$ cat src/rtl/decrypt_pkg.sv
// Shared constants for the decryption front-end: engine indices, FSM encoding
// and the default end-of-message token.
package decrypt_pkg;

    localparam int CAESAR_ID   = 0;
    localparam int SCYTALE_ID  = 1;
    localparam int ZIGZAG_ID   = 2;
    localparam int NUM_ENGINES = 3;

    localparam logic [2:0] ST_IDLE       = 3'd0;
    localparam logic [2:0] ST_LOAD       = 3'd1;
    localparam logic [2:0] ST_WAIT_START = 3'd2;
    localparam logic [2:0] ST_RUN        = 3'd3;
    localparam logic [2:0] ST_DISCARD    = 3'd4;

    localparam logic [7:0] DEFAULT_START_TOKEN = 8'hFA;

    function automatic logic [NUM_ENGINES-1:0] sel_onehot(input logic [1:0] sel);
        logic [NUM_ENGINES-1:0] oh;
        oh = '0;
        case (sel)
            2'd0:    oh = 3'b001;
            2'd1:    oh = 3'b010;
            2'd2:    oh = 3'b100;
            default: oh = 3'b000;
        endcase
        return oh;
    endfunction

endpackage

$ cat src/rtl/decryption_out_mux.sv
// Registered 3:1 selector returning the chosen engine's output stream.
module decryption_out_mux
    import decrypt_pkg::*;
#(
    parameter int D_WIDTH = 8
) (
    input  logic                           clk,
    input  logic                           rst_n,
    input  logic [1:0]                     i_sel,
    input  logic [NUM_ENGINES*D_WIDTH-1:0] i_data,
    input  logic [NUM_ENGINES-1:0]         i_valid,
    output logic [D_WIDTH-1:0]             o_data,
    output logic                           o_valid
);

    logic [D_WIDTH-1:0] w_data;
    logic               w_valid;
    logic [D_WIDTH-1:0] r_data;
    logic               r_valid;

    always_comb begin
        w_data  = '0;
        w_valid = 1'b0;
        case (i_sel)
            2'd0: begin
                w_data  = i_data[CAESAR_ID*D_WIDTH +: D_WIDTH];
                w_valid = i_valid[CAESAR_ID];
            end
            2'd1: begin
                w_data  = i_data[SCYTALE_ID*D_WIDTH +: D_WIDTH];
                w_valid = i_valid[SCYTALE_ID];
            end
            2'd2: begin
                w_data  = i_data[ZIGZAG_ID*D_WIDTH +: D_WIDTH];
                w_valid = i_valid[ZIGZAG_ID];
            end
            default: begin
                w_data  = '0;
                w_valid = 1'b0;
            end
        endcase
    end

    always_ff @(posedge clk or negedge rst_n) begin
        if (!rst_n) begin
            r_data  <= '0;
            r_valid <= 1'b0;
        end else begin
            r_data  <= w_data;
            r_valid <= w_valid;
        end
    end

    assign o_data  = r_data;
    assign o_valid = r_valid;

endmodule

$ cat src/rtl/decryption_dispatcher.sv
// Steers one message at a time to the selected decryption engine and holds off
// upstream while that engine decrypts.
//   state       | meaning
//   IDLE        | waiting for a message's first character (sel_i latched here)
//   LOAD        | forwarding payload, counting up to MAX_NOF_CHARS
//   WAIT_START  | token forwarded, waiting for engine busy (bounded by timer)
//   RUN         | engine decrypting, upstream held off
//   DISCARD     | invalid select, dropping characters until the token
module decryption_dispatcher
    import decrypt_pkg::*;
#(
    parameter int                 D_WIDTH                = 8,
    parameter int                 MAX_NOF_CHARS          = 50,
    parameter logic [D_WIDTH-1:0] START_DECRYPTION_TOKEN = D_WIDTH'(DEFAULT_START_TOKEN),
    parameter int                 START_TIMEOUT          = 4
) (
    input  logic                           clk,
    input  logic                           rst_n,
    input  logic [D_WIDTH-1:0]             data_i,
    input  logic                           valid_i,
    input  logic [1:0]                     sel_i,
    output logic                           busy_o,
    output logic                           err_o,
    output logic [D_WIDTH-1:0]             eng_data_o,
    output logic [NUM_ENGINES-1:0]         eng_valid_o,
    input  logic [NUM_ENGINES-1:0]         eng_busy_i,
    input  logic [NUM_ENGINES*D_WIDTH-1:0] eng_data_i,
    input  logic [NUM_ENGINES-1:0]         eng_valid_i,
    output logic [D_WIDTH-1:0]             data_o,
    output logic                           valid_o
);

    localparam int               TMR_W    = (START_TIMEOUT > 2) ? $clog2(START_TIMEOUT) : 1;
    localparam logic [TMR_W-1:0] TMR_LAST = TMR_W'(START_TIMEOUT - 1);
    localparam logic [5:0]       CNT_MAX  = 6'(MAX_NOF_CHARS);

    logic [2:0]             r_state;
    logic [1:0]             r_sel_q;
    logic [5:0]             r_cnt;
    logic [TMR_W-1:0]       r_timer;
    logic                   r_ovf;
    logic                   r_busy;
    logic                   r_err;
    logic [D_WIDTH-1:0]     r_eng_data;
    logic [NUM_ENGINES-1:0] r_eng_valid;

    logic [2:0]             w_state_nxt;
    logic [1:0]             w_sel_nxt;
    logic [5:0]             w_cnt_nxt;
    logic [TMR_W-1:0]       w_timer_nxt;
    logic                   w_ovf_nxt;
    logic                   w_fwd;
    logic                   w_err;
    logic                   w_is_token;
    logic                   w_sel_busy;

    assign w_is_token = (data_i == START_DECRYPTION_TOKEN);

    // Only the latched engine's busy matters; others may be finishing old work.
    always_comb begin
        w_sel_busy = 1'b0;
        case (r_sel_q)
            2'd0:    w_sel_busy = eng_busy_i[CAESAR_ID];
            2'd1:    w_sel_busy = eng_busy_i[SCYTALE_ID];
            2'd2:    w_sel_busy = eng_busy_i[ZIGZAG_ID];
            default: w_sel_busy = 1'b0;
        endcase
    end

    always_comb begin
        w_state_nxt = r_state;
        w_sel_nxt   = r_sel_q;
        w_cnt_nxt   = r_cnt;
        w_timer_nxt = r_timer;
        w_ovf_nxt   = r_ovf;
        w_fwd       = 1'b0;
        w_err       = 1'b0;
        case (r_state)
            ST_IDLE: begin
                if (valid_i) begin
                    if (sel_i != 2'd3) begin
                        w_sel_nxt = sel_i;
                        w_fwd     = 1'b1;
                        if (w_is_token) begin
                            w_state_nxt = ST_WAIT_START;
                            w_timer_nxt = '0;
                            w_cnt_nxt   = '0;
                        end else begin
                            w_state_nxt = ST_LOAD;
                            w_cnt_nxt   = 6'd1;
                        end
                    end else begin
                        w_err = 1'b1;
                        if (!w_is_token) begin
                            w_state_nxt = ST_DISCARD;
                        end
                    end
                end
            end
            ST_LOAD: begin
                if (valid_i) begin
                    if (w_is_token) begin
                        w_fwd       = 1'b1;
                        w_state_nxt = ST_WAIT_START;
                        w_timer_nxt = '0;
                        w_ovf_nxt   = 1'b0;
                    end else if (r_cnt < CNT_MAX) begin
                        w_fwd     = 1'b1;
                        w_cnt_nxt = r_cnt + 6'd1;
                    end else begin
                        w_err     = !r_ovf;
                        w_ovf_nxt = 1'b1;
                    end
                end
            end
            ST_WAIT_START: begin
                if (w_sel_busy) begin
                    w_state_nxt = ST_RUN;
                end else if (r_timer == TMR_LAST) begin
                    w_err       = 1'b1;
                    w_state_nxt = ST_IDLE;
                    w_cnt_nxt   = '0;
                end else begin
                    w_timer_nxt = r_timer + 1'b1;
                end
            end
            ST_RUN: begin
                if (!w_sel_busy) begin
                    w_state_nxt = ST_IDLE;
                    w_cnt_nxt   = '0;
                end
            end
            ST_DISCARD: begin
                if (valid_i && w_is_token) begin
                    w_state_nxt = ST_IDLE;
                end
            end
            default: begin
                w_state_nxt = ST_IDLE;
            end
        endcase
    end

    always_ff @(posedge clk or negedge rst_n) begin
        if (!rst_n) begin
            r_state     <= ST_IDLE;
            r_sel_q     <= 2'd0;
            r_cnt       <= '0;
            r_timer     <= '0;
            r_ovf       <= 1'b0;
            r_busy      <= 1'b0;
            r_err       <= 1'b0;
            r_eng_data  <= '0;
            r_eng_valid <= '0;
        end else begin
            r_state     <= w_state_nxt;
            r_sel_q     <= w_sel_nxt;
            r_cnt       <= w_cnt_nxt;
            r_timer     <= w_timer_nxt;
            r_ovf       <= w_ovf_nxt;
            r_busy      <= (w_state_nxt == ST_WAIT_START) || (w_state_nxt == ST_RUN);
            r_err       <= w_err;
            r_eng_valid <= w_fwd ? sel_onehot(w_sel_nxt) : '0;
            if (w_fwd) begin
                r_eng_data <= data_i;
            end
        end
    end

    assign busy_o      = r_busy;
    assign err_o       = r_err;
    assign eng_data_o  = r_eng_data;
    assign eng_valid_o = r_eng_valid;

    decryption_out_mux #(
        .D_WIDTH (D_WIDTH)
    ) u_out_mux (
        .clk     (clk),
        .rst_n   (rst_n),
        .i_sel   (r_sel_q),
        .i_data  (eng_data_i),
        .i_valid (eng_valid_i),
        .o_data  (data_o),
        .o_valid (valid_o)
    );

endmodule

$ cat config.mk
export PLATFORM = sky130hd
export DESIGN_NAME = decryption_dispatcher
export DESIGN_NICKNAME = d
export VERILOG_FILES = /design/src/rtl/decrypt_pkg.sv /design/src/rtl/decryption_out_mux.sv /design/src/rtl/decryption_dispatcher.sv
export SDC_FILE = /design/constraint.sdc
export NUM_CORES = 1
export LEC_CHECK = 0
export CORE_MARGIN = 5
export CORE_UTILIZATION = 30
export DETAILED_ROUTE_END_ITERATION = 7
export HOLD_SLACK_MARGIN = 0.05
export MAX_ROUTING_LAYER = met4
export SYNTH_ARGS = -nofsm -noshare
export SYNTH_HDL_FRONTEND = slang
export SYNTH_SLANG_ARGS = --single-unit
export TNS_END_PERCENT = 30
$ cat constraint.sdc
create_clock -name clk -period 1.7 [get_ports clk]
set_input_delay 0.255 -clock clk [delete_from_list [all_inputs] [get_ports clk]]
set_output_delay 0.255 -clock clk [all_outputs]
set_load 0.02 [all_outputs]
# After elaboration in Yosys (flattened, before gate mapping)
# Index checks and enable logic that the tools add are counted.
[word_totals]
regBits = 36
input_bits = 43
elab_cells = 100
[op_classes]
addsub = 2
magnitude_cmp = 1
n_eq_ne = 23
n_mux = 52
n_reduce_logical = 11
[op_table]
columns = ["operator", "count"]
rows = [
  ["6-bit 2-to-1 mux", 8],
  ["3-bit 2-to-1 mux", 10],
  ["6-bit one-hot mux with 4 select lines", 1],
  ["8-bit one-hot mux with 3 select lines", 1],
  ["2-bit != test (second input constant)", 11],
  ["2-bit 2-to-1 mux", 10],
  ["1-bit 2-to-1 mux", 15],
  ["3-bit one-hot mux with 5 select lines", 1],
  ["3-bit by 2-bit equality test with 1-bit output (second input constant)", 4],
  ["1-bit one-hot mux with 3 select lines", 3],
  ["3-bit one-hot mux with 3 select lines", 1],
  ["9-bit AND reduction", 1],
  ["8-bit equality test (second input constant)", 1],
  ["6-bit by 1-bit adder with 6-bit output (second input constant)", 1],
  ["2-bit equality test (second input constant)", 3],
  ["6-bit < comparator (second input constant)", 1],
  ["2-bit one-hot mux with 3 select lines", 1],
  ["6-bit AND reduction", 1],
  ["2-bit by 1-bit equality test with 1-bit output (second input constant)", 2],
  ["2-bit zero test", 2],
  ["4-bit nonzero test", 1],
  ["3-bit by 1-bit equality test with 1-bit output (second input constant)", 1],
  ["3-bit equality test (second input constant)", 1],
  ["3-bit zero test", 1],
  ["other kinds (7)", 7],
]

# Longest topological paths before layout
# Gate-level depths: netlist of run 1.
[depth]
depth_word = 7
depth_mapped = 6

# Hierarchy
# From an unflattened synthesis of run 1, not the netlist that was laid out.
[unflattened]
hier_cells = 167
hier_area_um2 = 1881.8
[modules_own_cells]
columns = ["module", "instances", "cells_per_inst", "area_each_um2", "seq_area_each_um2"]
rows = [
  ["decryption_dispatcher", 1, 136, 1436.4, 675.6],
  ["decryption_out_mux", 1, 31, 445.4, 225.2],
]

# Least setup slack after synthesis of run 1
# OpenSTA, ideal clock, no wires.
[synth_timing]
path_kind = "register -> register"
startpoint = "register r_state[1]"
endpoint = "register r_eng_data[4] (netlist: eng_data_o[4])"
setup_time_ns = 0.125
arrival_ns = 1.701
setup_slack_ns = -0.125
stages_incl_launch_ff = 7
n_path_buf = 2
period_less_slack_ns = 1.825
path_cell_list = "dfrtp_1 -> clkbuf_1 -> nor3b_2 -> o21ai_1 -> o21ai_1 -> buf_2 -> mux2_2"
[synth_via]
elab_chain_len = 2
[synth_lines]
columns = ["element", "line", "text"]
rows = [
  ["from (decl)", "decryption_dispatcher.sv:37", "logic [2:0] r_state;"],
  ["from (signal assigned)", "decryption_dispatcher.sv:156", "r_state <= w_state_nxt;"],
  ["3-bit by 1-bit equality test with 1-bit output or 3-bit zero test (tied branches)", "decryption_dispatcher.sv:78", "case (r_state)"],
  ["1-bit one-hot mux with 2 select lines (*)", "decryption_dispatcher.sv:78", ""],
  ["to (signal assigned)", "decryption_dispatcher.sv:165", "r_eng_data <= data_i;"],
  ["to (decl)", "decryption_dispatcher.sv:44", "logic [D_WIDTH-1:0] r_eng_data;"],
]
# Mark *: on every way between the ends. The rest lies on a longest branch, timed or not.
# A chain may end at the register's enable or synchronous reset.

# Final worst setup path of run 1
[layout_timing]
startpoint = "register r_state[1]"
endpoint = "register r_cnt[2]"
[layout_via]
elab_chain_len = 3
[layout_lines]
columns = ["element", "line", "text"]
rows = [
  ["3-bit by 2-bit equality test with 1-bit output (tied with other cells)", "decryption_dispatcher.sv:78", ""],
  ["4-bit nonzero test (no source line) or 2-bit != test (tied branches)", "-", ""],
  ["9-bit AND reduction (no source line)", "-", ""],
  ["to (signal assigned)", "decryption_dispatcher.sv:158", "r_cnt <= w_cnt_nxt;"],
  ["to (decl)", "decryption_dispatcher.sv:39", "logic [5:0] r_cnt;"],
]
# Parallel ways exist; a longest one is shown, timed or not.

==> results.txt, run 1 <==
----------------------------------------------------
[STA]
  Slew margin rel. ... 0.687
  Total setup violations reported at the end of the flow ... 2
  Worst-Margin Slew ... 0.470 ns
  Fin crit share ... 1.03
  Worst setup margin ... -0.0550 ns
  Unrepaired setup endpoints after global routing ... true
  Final period demand of the worst path ... 1.75 ns
  Total Negative Setup Slacks ... -0.0668 ns
  Number of slew-limit violations in the final report ... 0
  Highest achievable clock rate ... 0.570 GHz
  Hold violation count in the final report ... 0
  Largest clock skew in the final design ... 0.00200 ns

[Clock tree]
  Clock Pin Slew Worst Setup and Hold Paths ... 0.07 ns
  Latest clock arrival within the worst-skew pair ... 0.28 ns
  Number of levels in the clock H-tree ... 2
  Buffer type at the clock tree root ... clkbuf_8
  Number of buffers created by CTS ... 5
  Total clock sinks ... 36
  TritonCTS clock tree ... built
  Number of buffers on the longest clock path ... 2

[Power]
  Static leakage power ... approximately 1.3 nW
  Internal power ... 0.00256 W
  Clock share of power ... 0.164
  Pwr per Cell Area ... 1310 nW/um^2
  Comb power frac ... 0.507
  IR Drop Worst-Case VDD ... 0.644 mV
  Sequential group share of total power ... 0.329
  Share of total power consumed by net switching ... 0.355
  Reported net switching power ... about 0.0014 W

[Detailed routing]
  Total number of vias ... roughly 1,700
  Remaining design rule violation count ... 0
  Number of detailed-route iterations in the first pass ... 4
  Vias/cell ... approximately 4.8
  Post-route ant nets ... 0
  Iteration-0 DRC count of the detailed router ... 59
  Post-detailed-routing wire length ... 4820 um
  Average routed wire per standard cell ... roughly 14 um

[Yosys]
  Biggest area contributors in the synthesized netlist ... dfrtp_1 (51%), mux2i_1 (5.7%), mux2_1 (3.8%), o21ai_0 (3.1%), nand2_1 (3.0%)
  Average cell area after synthesis ... 11.1 sq um
  Register area share after synthesis ... 0.511
  Number of synthesized flops with an enable pin ... 0
  Library cell with the largest summed area after synthesis ... dfrtp_1
  Net count after synthesis ... 204
  Most frequent cell after synthesis ... dfrtp_1
  Area share of the largest cell type after synthesis ... 0.511
  Number of synthesized register bits ... 36
  Number of distinct library cells after synthesis ... 42
  Share of flip-flops with an asynchronous set or reset after synthesis ... 1.00
  Syn. warnings ... 0
  Number of instances in the synthesized netlist ... between 150 and 200
  Netlist area before placement ... 1760 sq um
  List of most frequent post-synthesis cells ... dfrtp_1 (36), nand2_1 (14), o21ai_0 (11)
  Most used flip-flop cell after synthesis ... dfrtp_1

[Die]
  Floorplan die area ... between 7000 and 8000 sq um
  IO Count ... 65
  Initial core utilization ... 0.303
  Horiz. Die Dim ... 86.7 um
  Die boundary height ... ~87 um
  Core footprint ... 5820 sq um
  Row Count ... 28

[Run status]
  Status ... complete, but fails checks
  Failing checks ... negative setup slack

[Critical path]
  Top delay family on crit path ... compound AO/OA/AOI/OAI gates
  Critical path fanouts, max ... 6
  Critical path launch point ... r_state[1]$_DFF_PN0_
  Type of element launching the critical path ... flop
  Buffers plus inverters on the worst setup path ... 3
  Worst reg2reg path startpoint ... r_state[1]$_DFF_PN0_
  Capturing element type of the critical path ... flop
  Cell breakdown of the critical path ... buf_6 -> buf_4 -> nor3b_2 -> a2111oi_4 -> buf_4 -> o21ai_1 -> a22o_1
  Endpoint required time on the critical path ... about 1.9 ns
  Library cell appearing most often on the critical path ... buf_4
  WP data arrival ... 1.93 ns
  Stage delay of the slowest cell on the critical path ... 0.44 ns
  Critical path start-end classification ... flop to flop
  Slowest CP cell ... dfrtp_2

[Final layout]
  Antenna diodes ... 0
  Reg area ... approximately 900 sq um
  Number of nets in the layout ... 315
  Final instance count without filler cells ... around 350
  Proportion of layout cells with a drive suffix above 1 ... 0.293
  Number of filler cells placed in the layout ... ~550
  Area added between synthesis and finish ... 71.7%
  Footprint of the multi-input gates ... between 900 and 1000 sq um
  Post-layout utilization of the core ... 0.520

[Worst hold path]
  Worst min-delay path category ... flop to flop
  Hold Path Origin ... eng_data_o[2]$_DFFE_PN0P_

[Run]
  Number of violations of the max-capacitance limit ... 0

[Place]
  Gp weighted congestion ... 0.794
  Post-detail-place hpwl ... around 3600 um
  Number of buffers inserted by port buffering ... 64
  Total instance count after detailed placement ... 330

[Global routing]
  Via count of the first global-routing pass ... approximately 1,600
  Pin count of the biggest net entering global routing ... 37
  Initial antenna violation count ... 0
  Global-route wire length before repair ... 7620 um
  Leftover overflow at the end of global routing ... 0
  Total global routing track utilization ... 0.134

----------------------------------------------------
[metrics by stage]
| step | hold slack [ns] | setup slack, ns | total power (W) | area, sq um |
|---|---|---|---|---|
| 6_report | 0.499 | -0.0550 | 0.00397 | 3030 |
| 4_1_cts | 0.509 | -0.0656 | 0.00393 | 2930 |
| 5_1_grt | 0.518 | -0.123 | 0.00424 | 3030 |
| 3_5_place_dp | 0.335 | -0.315 | 0.00319 | 2770 |
| 2_1_floorplan | -0.0406 | -0.0574 | 0.00225 | 1790 |
| 3_3_place_gp | 0.325 | -0.317 | 0.00318 | 2770 |
[timing repair]
action                                  CTS  global route
endpoints found under the setup margin   16            18
endpoints found under the hold margin    36             0
pin swaps                                 4             4
buffers inserted                          4             2
hold buffers                              1             0
gates cloned                              0             1
resized for setup                         8            18
[state kept, by name, summed over array words and instances, names as in the netlist]
name,flops
eng_data_o,8
eng_valid_o,3
r_ovf,1
r_cnt,6
r_timer,2
busy_o,1
u_out_mux.o_data,8
err_o,1
r_state,3
u_out_mux.o_valid,1
r_sel_q,2
[worst reg2reg max path, delay by kind of cell, from the launching register on]
| family | cells | cell delay (ns) |
|---|---|---|
| compound gates | 3 | 0.58 |
| buf+inv | 3 | 0.46 |
| flops | 1 | 0.44 |
| simple gates | 1 | 0.17 |
[placed cells by master, fill, tap and decap left out, drive strengths merged, types with 2 or more instances in the layout]
cell and instances:
clkdlybuf4s50 63, buf 47, dfrtp 36, o21ai 16, nand2 14, mux2i 10
mux2 8, a31oi 7, clkbuf 7, nor2 7, a21oi 6, nor3b 5
inv 4, nand2b 3, o32ai 3, nand3 3, nor2b 3, nand3b 2
a21o 2, a41oi 2, or3b 2, nor4 2, a2111oi 2, ha 2
[path summary, 6_finish.rpt]
kind	to	cells past startpoint	slack (ns)
setup / recovery	r_cnt[2]$_DFFE_PN0P_	7	-0.05
hold reg to reg	eng_data_o[2]$_DFFE_PN0P_	1	0.50
hold / removal	eng_data_o[2]$_DFFE_PN0P_	1	0.50
max in group asynchronous	r_sel_q[0]$_DFF_PN0_	3	0.80
setup reg to reg	r_cnt[2]$_DFFE_PN0P_	7	-0.05
min in group asynchronous	r_cnt[4]$_DFFE_PN0P_	3	0.53
[cell type report]
| cell class | instances | share of cell area |
|---|---|---|
| repair buffers | 111 | 0.334 |
| clock buffers | 7 | 0.0318 |
| well taps | 75 | 0.0310 |
| flip-flops and latches | 36 | 0.299 |
| inverters | 4 | 0.00496 |
| multi-input cells | 112 | 0.300 |
[routing by layer]
| metal | track usage | part of all wire | vias to the layer above |
|---|---|---|---|
| li1 | - | - | 819 |
| met1 | 0.179 | 0.46 | 783 |
| met2 | 0.199 | 0.46 | 55 |
| met3 | 0.0390 | 0.071 | 7 |
| met4 | 0.0340 | 0.0062 | 0 |
| met5 | - | 0 | - |
[cell families after synthesis]
logic type | synth area share
AO/OA/AOI/OAI | 0.195
AND/OR/NAND/NOR | 0.146
flip-flops | 0.511
multiplexers | 0.108
buffers and inverters | 0.0255
adder cells (fa/ha/maj) | 0.0142
[power groups by stage]
stage / clock [W] / sequential (W) / combinational, W
3_3_place_gp: 0 / 0.00130 / 0.00188
2_1_floorplan: 0 / 0.00151 / 0.000731
6_report: 0.000649 / 0.00131 / 0.00201
4_1_cts: 0.000680 / 0.00130 / 0.00195
5_1_grt: 0.000722 / 0.00134 / 0.00218
3_5_place_dp: 0 / 0.00131 / 0.00189
Note: power is estimated with default switching activity, not from simulation.
==> inputs of run 2 (changes only) <==
- CORE_MARGIN: 5 -> 8
- CORE_UTILIZATION: 30 -> 40
- PLACE_DENSITY: default -> 0.76
==> results.txt, run 2 (synthesized netlist as in run 1, its figures left out) <==
----------------------------------------------------
[Run status]
  Status ... complete, but fails checks
  Failing checks ... negative setup slack

[Final layout]
  Design area ... 3000 sq um
  Area added between synthesis and finish ... 70.0%
  Reg area ... 902 sq um
  Antenna diodes ... 0
  Footprint of the multi-input gates ... 906 sq um
  Top library cells by usage in the layout, fill and taps aside ... clkdlybuf4s50_1 (63), buf_4 (37), dfrtp_1 (35)
  Number of nets in the layout ... around 310
  Most common cell after layout, fill and taps aside ... clkdlybuf4s50_1
  Proportion of layout cells with a drive suffix above 1 ... 0.301
  Number of filler cells placed in the layout ... 313

[Detailed routing]
  Iteration-0 DRC count of the detailed router ... 104
  Total number of vias ... 1,719
  Post-detailed-routing wire length ... 5260 um
  Average routed wire per standard cell ... about 16 um
  Post-route ant nets ... 0
  Remaining design rule violation count ... 0
  Vias/cell ... between 5 and 6
  Number of detailed-route iterations in the first pass ... 4

[Critical path]
  Critical path fanouts, max ... 7
  Type of element launching the critical path ... flop
  WP data arrival ... ~1.9 ns
  Critical path start-end classification ... flop to flop
  Capturing element type of the critical path ... flop
  Endpoint required time on the critical path ... 1.88 ns

[Worst hold path]
  Worst min-delay path category ... input port to asynchronous set/reset pin

[STA]
  Worst-Margin Slew ... between 0.4 and 0.5 ns
  Slew margin rel. ... 0.675
  Highest achievable clock rate ... between 0.5 and 0.6 GHz
  Total Negative Setup Slacks ... -0.0357 ns
  Fin crit share ... 1.01
  Total setup violations reported at the end of the flow ... 3
  Worst setup margin ... -0.0153 ns
  Number of slew-limit violations in the final report ... 0
  Final period demand of the worst path ... roughly 1.7 ns
  Largest clock skew in the final design ... 0.00550 ns
  Hold violation count in the final report ... 0
  Unrepaired setup endpoints after global routing ... true

[Place]
  Gp weighted congestion ... 0.923
  Number of buffers inserted by port buffering ... 64
  Post-detail-place hpwl ... 3930 um
  Post-detailed-placement cell area ... 2740 sq um

[Die]
  IO Count ... 65
  Die boundary height ... ~80 um
  Core footprint ... 4290 sq um
  Row Count ... 24
  Initial core utilization ... 0.411
  Horiz. Die Dim ... just over 80 um
  Floorplan die area ... around 6800 sq um

[Run]
  Number of violations of the max-capacitance limit ... 0

[Clock tree]
  Total clock sinks ... 36
  Number of buffers created by CTS ... 5
  Buffer type at the clock tree root ... clkbuf_8
  Number of levels in the clock H-tree ... 2
  Clock Pin Slew Worst Setup and Hold Paths ... ~0.07 ns
  Number of buffers on the longest clock path ... 2
  TritonCTS clock tree ... built
  Latest clock arrival within the worst-skew pair ... around 0.29 ns

[Power]
  Comb power frac ... 0.497
  Static leakage power ... 1.34 nW
  IR Drop Worst-Case VDD ... approximately 0.70 mV
  Internal power ... 0.00261 W
  Clock share of power ... 0.183
  Pwr per Cell Area ... 1350 nW/um^2
  Sequential group share of total power ... 0.319
  Share of total power consumed by net switching ... 0.357
  Reported net switching power ... 0.00145 W

[Global routing]
  Via count of the first global-routing pass ... 1,769
  Total global routing track utilization ... 0.169
  Initial antenna violation count ... 0
  Leftover overflow at the end of global routing ... 0
  Global-route wire length before repair ... 8540 um
  Pin count of the biggest net entering global routing ... 21

----------------------------------------------------
[run 2: changes by cell type in the layout (fill, tap and decap cells not counted), moves of 3 or more]
| cell | previous run | this run |
|---|---|---|
| mux2_1 | 5 | 0 |
| mux2_4 | 1 | 6 |
| nor2b_2 | 0 | 3 |
| buf_4 | 41 | 37 |
[run 2: final timing paths]
kind,from,endpoint,slack (ns),cells after the start
min in group clk,r_timer[1]$_DFFE_PN0P_,r_timer[1]$_DFFE_PN0P_,0.50,1
worst max-delay path,r_state[1]$_DFF_PN0_,r_timer[1]$_DFFE_PN0P_,-0.02,7
worst max register to register,r_state[1]$_DFF_PN0_,r_timer[1]$_DFFE_PN0P_,-0.02,7
worst min register to register,r_timer[1]$_DFFE_PN0P_,r_timer[1]$_DFFE_PN0P_,0.50,1
worst min-delay path,rst_n,eng_data_o[1]$_DFFE_PN0P_,0.45,2
max in group asynchronous,rst_n,r_cnt[3]$_DFFE_PN0P_,0.73,3
[run 2: through the flow]
step                      worst slack [ns]  hold slack (ns)  instances  power (W)  utilization
after global routing               -0.0959            0.482        321    0.00431        0.698
after detailed placement            -0.333            0.238        307    0.00317        0.638
after CTS                          -0.0374            0.451        319    0.00398        0.679
final                              -0.0153            0.450        321    0.00406        0.698
after floorplan                    -0.0574          -0.0406        159    0.00225            -
after global placement              -0.274            0.230        307    0.00313        0.638
[run 2: power by group through the flow]
stage / Sequential (W) / Combinational, W / Clock, W
2_1_floorplan: 0.00151 / 0.000731 / 0
5_1_grt: 0.00133 / 0.00218 / 0.000803
3_5_place_dp: 0.00130 / 0.00187 / 0
6_report: 0.00130 / 0.00202 / 0.000744
3_3_place_gp: 0.00129 / 0.00184 / 0
4_1_cts: 0.00129 / 0.00193 / 0.000762
[run 2: per-layer routing]
| layer | part of all wire | GRT usage | vias up |
|---|---|---|---|
| met5 | 0 | - | - |
| met4 | 0.018 | 0.0596 | 0 |
| met3 | 0.060 | 0.0487 | 10 |
| met2 | 0.52 | 0.271 | 63 |
| met1 | 0.40 | 0.198 | 835 |
| li1 | - | - | 811 |
[run 2: layout make-up]
class / count / share of cell area
Tap cell: 52 / 0.0217
Clock buffer: 6 / 0.0242
Timing Repair Buffer: 109 / 0.334
Inverter: 4 / 0.00501
Clock inverter: 2 / 0.0117
Multi-Input combinational cell: 112 / 0.302
Sequential cell: 36 / 0.301
[run 2: worst max-delay path: stages, from the launching register on]
cell and delay [ns]:
dfrtp_1 0.39, buf_6 0.14, or3b_4 0.39, nor2b_2 0.13, buf_4 0.12, a21o_1 0.16
nand2_2 0.08, a32o_1 0.20
[run 2: timing repair]
action | CTS | global route
pin swaps | 4 | 11
hold endpoints to repair | 18 | 0
endpoints found under the setup margin | 13 | 20
buffers inserted | 3 | 2
gates resized for setup | 9 | 18
hold buffers | 1 | 0
==> edit 1 (flow settings as in run 2) <==
Take the reset off `r_data` and load it in a clocked block of its own.
--- a/src/rtl/decryption_out_mux.sv
+++ b/src/rtl/decryption_out_mux.sv
@@ -45,8 +45,10 @@
         if (!rst_n) begin
-            r_data  <= '0;
             r_valid <= 1'b0;
         end else begin
-            r_data  <= w_data;
             r_valid <= w_valid;
         end
+    end
+
+    always_ff @(posedge clk) begin
+        r_data <= w_data;
     end
Check against the original RTL: not equivalent (a bounded check fails within 4 cycles, from zero or initial values and one cycle with rst_n low).
==> edit 1 against run 2 <==
- the run still ends with negative setup slack left
- design area shrank 3.3%
- clock skew decreased by 1.3 ps
- total power decreased by 2.0%
- routed wire length is 1.2% lower
- area after synthesis is 2.3% lower
- worst setup slack got worse by 53 ps
- sequential cell count stayed put
- highest routed layer unchanged
==> edit 1: results <==
[synthesis]
synthTopCellsByArea = "dfrtp_1, dfxtp_1, mux2i_1"
synthMuxAreaShare = 0.110
seq_area_frac_synth = 0.500
yosysUniqueCellTypes = 43
avgSynthCellArea_um2 = 10.8
synth_adder_area_share = 0.0145

[drt]
wl_per_cell_um = 16.6
met3_length_um = 443
drt-initial-drc-count = 120
viasPerCell = 5.31

[timing]
setup_ws_ps = -68.5
setup_viol = 9
setup_tns_ps = -261
final.setup_skew_ps = 4.23

[setup_path]
reg2reg_from = "r_cnt[1]"
path_max_fanout = 5
crit_path_end = "r_cnt[2]"

[global_routing]
grt_usage = 0.166
grt_pass1_vias = 1789

[status]
run_status = "finished with violations"
violations = "negative setup slack"

[pwr]
total_power_mw = 3.98
peakVddDrop_uv = 774

[placed_design]
dpl.hpwl_um = 3560
dpl_cell_area_um2 = 2660
==> edit 1: changes by cell type after synthesis, sizes merged <==
cell   change
dfrtp      -8
dfxtp      +8
==> edit 1: how the worst min path moves through the flow <==
stage,from,end,slack [ps],depth (start not counted)
3_5_place_dp,eng_data_o[2],eng_data_o[2],480,1
4_1_cts,rst_n,eng_data_o[5],360,2
5_1_grt,valid_i,r_ovf,370,3
6_report,valid_i,r_ovf,320,3
3_3_place_gp,eng_data_o[2],eng_data_o[2],480,1
2_1_floorplan,rst_n,busy_o,-40,0
==> edit 1: worst max-delay path, stage by stage, from the launching register on <==
cell       delay [ps]
dfrtp_2           440
o311ai_4          330
o21ai_2           130
a2111oi_4         300
buf_4             200
o21ai_1            70
a22o_1            170
==> edit 1: area by class of cell <==
cell class	count	share of cell area
Timing Repair Buffer	102	0.331
Multi-Input combinational cell	112	0.309
Sequential cell	36	0.298
Clock buffer	8	0.0345
Inverter	4	0.00518
Tap cell	52	0.0224
==> edit 2 (config.mk and constraints of run 2) <==
Without the edit above. The parameter `START_TIMEOUT` goes from 4 to 2.
--- a/src/rtl/decryption_dispatcher.sv
+++ b/src/rtl/decryption_dispatcher.sv
@@ -14,3 +14,3 @@
     parameter logic [D_WIDTH-1:0] START_DECRYPTION_TOKEN = D_WIDTH'(DEFAULT_START_TOKEN),
-    parameter int                 START_TIMEOUT          = 4
+    parameter int                 START_TIMEOUT          = 2
 ) (
Formal check against the unedited RTL: not equivalent (Yosys sat finds a counterexample within 4 cycles, from zero or initial values and one cycle with rst_n low).
==> edit 2 against run 2 <==
- sequential share of layout area increased by 3.1 points
- total power decreased by 9.1%
- worst hold slack got worse by 77 ps
- sequential cell count decreased by 1
- non-clock buffer count decreased by 24
- design area decreased by 12%
- critical path depth decreased by 1
- area after synthesis decreased by 5.8%
- largest cell class is now sequential cells
- worst setup slack improved by 65 ps
- routed wire length decreased by 12%
- clock skew decreased by 2.1 ps
- critical endpoint is now eng_valid_o[1]
- clock power increased by 19%
==> edit 2: results <==
[global_routing]
grt_pass1_vias = 1498
grt_pass1_wl_um = 7470
grt_usage = 0.155
grt_max_degree = 36
antenna_found_initial = 0

[placed_design]
dpl_cell_area_um2 = 2480
io_buffer_count = 64
dpl.hpwl_um = 3570
dp_slack_ps = -254
gp_congestion = 0.815

[pwr]
leakagePower_nw = 1.15
switchingPower_mw = 1.22
peakVddDrop_uv = 700

[synthesis]
synthTopCellsByArea = "dfrtp_1, mux2i_1, mux2_2"
synthTopCellsByCount = "dfrtp_1, nand2_1, nor2_1, mux2i_1, o21ai_0"
async_flop_share = 1.00
yosys_warnings = 0
seq_area_frac_synth = 0.528
synth_fp_nets = 194
yosysUniqueCellTypes = 39
synth-main-ff-cell = "dfrtp_1"

[cts]
clkLatencyLatePin_ps = 290
cts_buffers = 5
clk_path_buf_depth = 2
clk_pin_slew_worst_paths_ps = 70
cts_root_buffer = "clkbuf_8"
htree_levels = 2

[drt]
drt-initial-drc-count = 79
routed-via-count = 1493
wl_per_cell_um = 16.1
dr.pass1.iters = 4

[layout]
num-nets-final = 281
num-fill-cells = 332
num_antenna_cells = 0
drive_gt1_frac = 0.202

[setup_path]
cp.arrival_ps = 1840
start_kind = "flip-flop"
path_max_fanout = 10

[status]
run_status = "finished clean"

[timing]
relSlewSlack = 0.709
final.setup_skew_ps = 3.38

[min_path]
min_path_type = "input port to asynchronous set/reset pin"
edit 2: cell types whose count changed after synthesis, moves of 4 or more:
cell and delta:
o21ai_1 -4, nor2_1 +5, mux2_2 +5, nor3_1 +5
mux2_1 -6, nor3b_1 -4
edit 2: path summary, 6_finish.rpt:
path	startpoint	end	slack, ps	cells after the start
max in group asynchronous	rst_n	r_ovf	1010	2
worst max-delay path	r_cnt[3]	eng_valid_o[1]	50	6
worst min-delay path	rst_n	eng_data_o[4]	370	2
worst max register to register	r_cnt[3]	eng_valid_o[1]	50	6
worst min register to register	eng_data_o[5]	eng_data_o[5]	510	1
min in group clk	eng_data_o[5]	eng_data_o[5]	510	1
edit 2: power groups by stage:
stage	sequential [mW]	clock, mW	combinational [mW]
6_report	1.27	0.888	1.53
5_1_grt	1.30	0.946	1.65
4_1_cts	1.27	0.906	1.53
3_5_place_dp	1.27	0	1.52
3_3_place_gp	1.26	0	1.49
2_1_floorplan	1.45	0	0.630
edit 2: area by class of cell:
class / count / area, um^2 / share of cell area
flip-flops and latches: 35 / 876 / 0.332
repair buffers: 85 / 802 / 0.304
multi-input cells: 109 / 756 / 0.287
clock buffers: 5 / 68.8 / 0.0261
clock inverters: 3 / 67.6 / 0.0256
well taps: 50 / 62.6 / 0.0237
inverters: 1 / 3.75 / 0.00142
edit 2: timing repair:
item | CTS | global route
cloned | 0 | 0
buffers inserted | 0 | 1
setup endpoints to repair | 1 | 8
gates resized for setup | 1 | 3
edit 2: stage by stage:
stage               hold WS [ps]  utilization  std cells
floorplan                  -40.6            -        150
global placement             490        0.620        279
detailed placement           491        0.620        279
CTS                          383        0.654        287
global route                 410        0.659        288
finish                       373        0.659        288
edit 2: cells by family after synthesis:
family	Yosys count	share of synthesized area
flops	35	0.528
simple gates	48	0.148
buf+inv	6	0.0234
mux	18	0.117
compound gates	42	0.176
fa+ha+maj	1	0.00753
edit 2: layer usage:
metal,track usage,wire length (um),vias up
li1,-,-,729
met1,0.179,1980,711
met2,0.249,2310,46
met3,0.0424,260,7
met5,-,0,-
met4,0.0618,75,0
edit 2: worst max-delay path, stage by stage (launching register included):
cell	delay [ps]
dfrtp_1	430
o311a_1	430
nand2_1	120
o21bai_2	80
buf_6	150
buf_4	130
nor3_1	220
